===== src/rtl/gmii_tx_arbiter.sv =====
// Round-robin frame arbiter for the shared GMII TX path: grants whole frames, prepends the
// preamble/SFD, enforces the inter-frame gap and marks underrun/oversize frames with gmii_er.
module gmii_tx_arbiter #(
    parameter int unsigned NPORT      = 4,
    parameter int unsigned N_PREAMBLE = 8,
    parameter int unsigned N_IFG      = 12,
    parameter int unsigned MAX_FRAME  = 1522
) (
    input  logic               clk_125m,
    input  logic               rst_n,
    input  logic [NPORT-1:0]   frame_ready,
    input  logic [NPORT-1:0]   rd_empty,
    input  logic [NPORT*8-1:0] rd_data,
    input  logic [NPORT-1:0]   rd_last,
    output logic [NPORT-1:0]   rd_en,
    output logic [NPORT-1:0]   grant,
    output logic               gmii_en,
    output logic [7:0]         gmii_dout,
    output logic               gmii_er,
    output logic [15:0]        err_cnt
);

    localparam int unsigned PW = (NPORT > 1) ? $clog2(NPORT) : 1;
    localparam int unsigned TW = $clog2((N_PREAMBLE > N_IFG ? N_PREAMBLE : N_IFG) + 1);
    localparam int unsigned BW = $clog2(MAX_FRAME + 1);

    typedef enum logic [2:0] {StIdle, StPre, StData, StDrop, StIfg} state_e;

    state_e          state_q;
    logic [PW-1:0]   owner_q;
    logic [PW-1:0]   ptr_q;
    logic [TW-1:0]   cnt_q;
    logic [BW-1:0]   byte_cnt_q;

    logic            arb_valid;
    logic [PW-1:0]   arb_idx;
    logic [NPORT-1:0] arb_grant;
    logic [7:0]      cur_data;
    logic            cur_empty;
    logic            cur_last;

    // Ports above the pointer take priority over those at or below it; lowest index wins
    // within each group, so the second loop overrides the first.
    always_comb begin
        arb_valid = 1'b0;
        arb_idx   = '0;
        for (int i = int'(NPORT) - 1; i >= 0; i--) begin
            if (frame_ready[i] && (i <= int'(ptr_q))) begin
                arb_valid = 1'b1;
                arb_idx   = PW'(i);
            end
        end
        for (int i = int'(NPORT) - 1; i >= 0; i--) begin
            if (frame_ready[i] && (i > int'(ptr_q))) begin
                arb_valid = 1'b1;
                arb_idx   = PW'(i);
            end
        end
        arb_grant          = '0;
        arb_grant[arb_idx] = arb_valid;
    end

    always_comb begin
        cur_data  = 8'h00;
        cur_empty = 1'b1;
        cur_last  = 1'b0;
        for (int i = 0; i < int'(NPORT); i++) begin
            if (owner_q == PW'(i)) begin
                cur_data  = rd_data[i*8 +: 8];
                cur_empty = rd_empty[i];
                cur_last  = rd_last[i];
            end
        end
    end

    // Gated by rst_n so a reset cycle never pops a FIFO.
    always_comb begin
        rd_en = '0;
        if (rst_n && !cur_empty && (state_q == StData || state_q == StDrop)) begin
            rd_en = grant;
        end
    end

    always_ff @(posedge clk_125m) begin
        if (!rst_n) begin
            state_q    <= StIdle;
            owner_q    <= '0;
            ptr_q      <= PW'(NPORT - 1);
            cnt_q      <= '0;
            byte_cnt_q <= '0;
            grant      <= '0;
            gmii_en    <= 1'b0;
            gmii_dout  <= 8'h00;
            gmii_er    <= 1'b0;
            err_cnt    <= 16'h0000;
        end else begin
            gmii_en   <= 1'b0;
            gmii_dout <= 8'h00;
            gmii_er   <= 1'b0;
            case (state_q)
                StIdle: begin
                    if (arb_valid) begin
                        state_q <= StPre;
                        cnt_q   <= '0;
                        grant   <= arb_grant;
                        owner_q <= arb_idx;
                        ptr_q   <= arb_idx;
                    end
                end
                StPre: begin
                    gmii_en <= 1'b1;
                    cnt_q   <= cnt_q + 1'b1;
                    if (cnt_q == TW'(N_PREAMBLE - 1)) begin
                        gmii_dout  <= 8'hD5;
                        state_q    <= StData;
                        byte_cnt_q <= '0;
                    end else begin
                        gmii_dout <= 8'h55;
                    end
                end
                StData: begin
                    if (cur_empty || (byte_cnt_q == BW'(MAX_FRAME))) begin
                        // Single error cycle; an oversize byte is popped but not sent.
                        gmii_en <= 1'b1;
                        gmii_er <= 1'b1;
                        err_cnt <= (err_cnt == 16'hFFFF) ? err_cnt : err_cnt + 16'd1;
                        cnt_q   <= '0;
                        state_q <= (!cur_empty && cur_last) ? StIfg : StDrop;
                    end else begin
                        gmii_en    <= 1'b1;
                        gmii_dout  <= cur_data;
                        byte_cnt_q <= byte_cnt_q + 1'b1;
                        if (cur_last) begin
                            state_q <= StIfg;
                            cnt_q   <= '0;
                        end
                    end
                end
                StDrop: begin
                    if (!cur_empty && cur_last) begin
                        state_q <= StIfg;
                        cnt_q   <= '0;
                    end
                end
                StIfg: begin
                    cnt_q <= cnt_q + 1'b1;
                    if (cnt_q == TW'(N_IFG - 1)) begin
                        if (arb_valid) begin
                            state_q <= StPre;
                            cnt_q   <= '0;
                            grant   <= arb_grant;
                            owner_q <= arb_idx;
                            ptr_q   <= arb_idx;
                        end else begin
                            state_q <= StIdle;
                            grant   <= '0;
                        end
                    end
                end
                default: state_q <= StIdle;
            endcase
        end
    end

endmodule


===== config.mk =====
export PLATFORM = sky130hd
export DESIGN_NAME = gmii_tx_arbiter
export DESIGN_NICKNAME = d
export VERILOG_FILES = /design/src/rtl/gmii_tx_arbiter.sv
export SDC_FILE = /design/constraint.sdc
export NUM_CORES = 1
export LEC_CHECK = 0
export ABC_AREA = 1
export CORE_MARGIN = 2
export CORE_UTILIZATION = 45
export DETAILED_ROUTE_END_ITERATION = 10
export PLACE_DENSITY = 0.83
export SLEW_MARGIN = 20
export SYNTH_ARGS = -nofsm -noshare
export SYNTH_HDL_FRONTEND = slang
export SYNTH_SLANG_ARGS = --single-unit
export TNS_END_PERCENT = 10

===== constraint.sdc =====
create_clock -name clk_125m -period 3.2 [get_ports clk_125m]
set_input_delay 0.48 -clock clk_125m [delete_from_list [all_inputs] [get_ports clk_125m]]
set_output_delay 0.48 -clock clk_125m [all_outputs]
set_load 0.02 [all_outputs]

==> out/results.tsv <==
metric	value	unit
Worst VDD drop	0.2511	mV
Max-Slew Margin vs Limit	0.7139	
port buffer count	79	
commonest non-fill, non-tap cells in the layout	nand2_1 (111), clkdlybuf4s50_1 (79), nor2_1 (76), dfxtp_1 (51), inv_1 (43)	
Primary FF master, synth	dfxtp_1	
Logic pwr share	0.492	
First-pass DRT Iterations	4	
worst slew pin tran	0.4258	ns
total global routing overflow	0	
share of cells above drive strength 1	0.05091	
clk slew on worst S/H paths	0.10	ns
synth warn	0	
total negative slack	0	ns
syn nets	521	
CTS Root Buffer Type	clkbuf_8	
Max Fclk	0.3465	GHz
PwrDens	619.8	nW/um2
Worst Clk Skew	0.009764	ns
GRT Util Overall	0.2138	
vias	3283	
Top Layer Used	met4	
M1 WL	3547	um
via/cell ratio	5.211	
cts bufs inserted	5	
Initial Utilization	0.4579	
P_int	1370	uW
register share of total power	0.350	
post-synthesis cell count	471	
Residual DRC	0	
Crit Path Class	reg2out	
Routed WL	7904	um
clock buffer depth	2	
Critical Path End Type	primary output	
static leakage	0.001502	uW
routability cong.	0.9538	
clk sinks	52	
post-layout net count	599	
Vert. Die Dim	86.45	um
Post-DRT Antenna Nets	0	
final setup fails	0	
Die W	86.45	um
post-DR wirelength/cell	12.55	um
H-Tree Depth	2	
status	completed	
Area Overhead vs Synth	30.84	%
Switching Share	0.4480	
number of synthesized flops with an enable pin	0	
worst-skew pair later-pin latency	0.31	ns
met2 WL	3757	um
Syn Std Cell Area	3059	um2
Clk pwr share	0.158	
Setup Buffers After CTS	0	
syn_area_per_cell	6.495	um2
Yosys cell types	39	
sequential fraction of the synthesis area	0.3403	
1st-iter DRT viols	176	
vias in the first global route	3018	
die area	7474	um2
largest stage delay on the critical path	0.63	ns
Post-DP HPWL	5903	um
RSZ-0062 raised after global routing	no	
most common cell after layout, fill and taps aside	nand2_1	
Placed Instance Area	3908	um2
switching power total	1111	uW
ant diodes	0	
CP Max Fanout	16	
I/O pin total	80	
CP max stage cell	clkdlybuf4s50_1	
WP data arrival	2.41	ns
flops & latches, synth	52	
first-pass GRT wire length	13090	um
Async SR Flop Fraction	0	
CP Cell Sequence	nand2_4, or2_0, nand2_2, nand4_1, nor2_1, clkdlybuf4s50_1	
critical path's top delay family	simple AND/OR/NAND/NOR gates	
Reg2Reg Setup Slack	1.23	ns
Final Instance Area	4003	um2
Core ar.	6681	um2
max cap viols	0	
antenna violations before repair	0	
WP data required	2.72	ns
Slew Viols, Final	0	
Min Clock Period, post-route	2.886	ns
met3 wire len	466	um
num rows	30	
CTS tree	built	
Worst setup SP type	register	
largest net degree at the start of global routing	25	
HP Class	reg2reg	
WP buf/inv	1	
Hold Vio Cnt, Final	0	
period utilization	0.9020	
registers in the layout, indices dropped and copies added, names as in the netlist:
signal      count
byte_cnt_q     11
cnt_q           4
err_cnt        16
gmii_dout       8
gmii_en         1
gmii_er         1
grant           4
owner_q         2
ptr_q           2
state_q         3
path summary, 6_finish.rpt:
kind               from    endpoint  cells past startpoint
min reg2reg    cnt_q[1]    cnt_q[1]                      2
min            cnt_q[1]    cnt_q[1]                      2
max reg2reg  owner_q[0]  err_cnt[5]                      9
max          owner_q[0]    rd_en[1]                      6
what timing repair did:
item / in CTS / in global routing
endpoints found under the setup margin: 0 / 4
resized for setup: 0 / 1
hold buffers: 0 / 0
endpoints found under the hold margin: 0 / 0
worst register-to-register path, cell delays in order, from the launching register on:
cell and delay (ns):
dfxtp_1 0.53, nand2_4 0.17, or2_0 0.25, nand2_2 0.12, nand2_4 0.11, nand2_2 0.31
inv_2 0.19, nand3_1 0.11, nand2_1 0.05, nor2_1 0.08
per-stage QoR:
step / total power [uW] / cells / setup WS (ns) / utilization / hold slack (ns)
floorplan: 1749 / 471 / 1.379 / - / 0.4583
global placement: 2062 / 622 / 0.5250 / 0.5848 / 0.4675
detailed placement: 2094 / 622 / 0.4589 / 0.5848 / 0.4750
CTS: 2491 / 630 / 0.1250 / 0.5989 / 0.4903
global route: 2696 / 630 / 0.1446 / 0.5991 / 0.5188
finish: 2481 / 630 / 0.3137 / 0.5991 / 0.4874
power by group through the flow:
stage          Sequential, uW  Combinational, uW  Clock [uW]
3_3_place_gp              878               1180           0
5_1_grt                   892               1370         430
2_1_floorplan             908                841           0
4_1_cts                   867               1220         407
3_5_place_dp              883               1210           0
6_report                  869               1220         392
synthesized netlist by cell type (all sizes together) (3+ instances only):
cell type | count | area share
a31oi | 3 | 0.0061
nor3 | 11 | 0.018
xnor2 | 3 | 0.0086
nand2 | 118 | 0.16
o21ai | 26 | 0.044
xor2 | 15 | 0.043
nand4 | 10 | 0.020
nand3 | 38 | 0.064
ha | 4 | 0.016
inv | 46 | 0.056
clkbuf | 6 | 0.0074
dfxtp | 52 | 0.34
buf | 4 | 0.011
nor2 | 80 | 0.10
a21oi | 35 | 0.057
layer usage:
layer,global-route usage,vias up
met4,0.06676,0
met2,0.3853,92
met1,0.2581,1481
met3,0.03619,12
li1,-,1698
met5,0,-
kinds of logic after synthesis:
logic type      synth area share
compound gates            0.1350
xor+xnor                 0.05154
fa+ha+maj                0.01636
buf+inv                  0.07648
flops                     0.3403
simple gates              0.3804
area by class of cell:
class                   instances  area, um2
clock inverters                 1      7.507
multi-input cells             362       1784
fillers                       636       2679
flip-flops and latches         52       1042
clock buffers                   7      86.33
well taps                      80      100.1
inverters                      47      176.4
repair buffers                 81      805.8
Power figures use the tool's default switching activity.
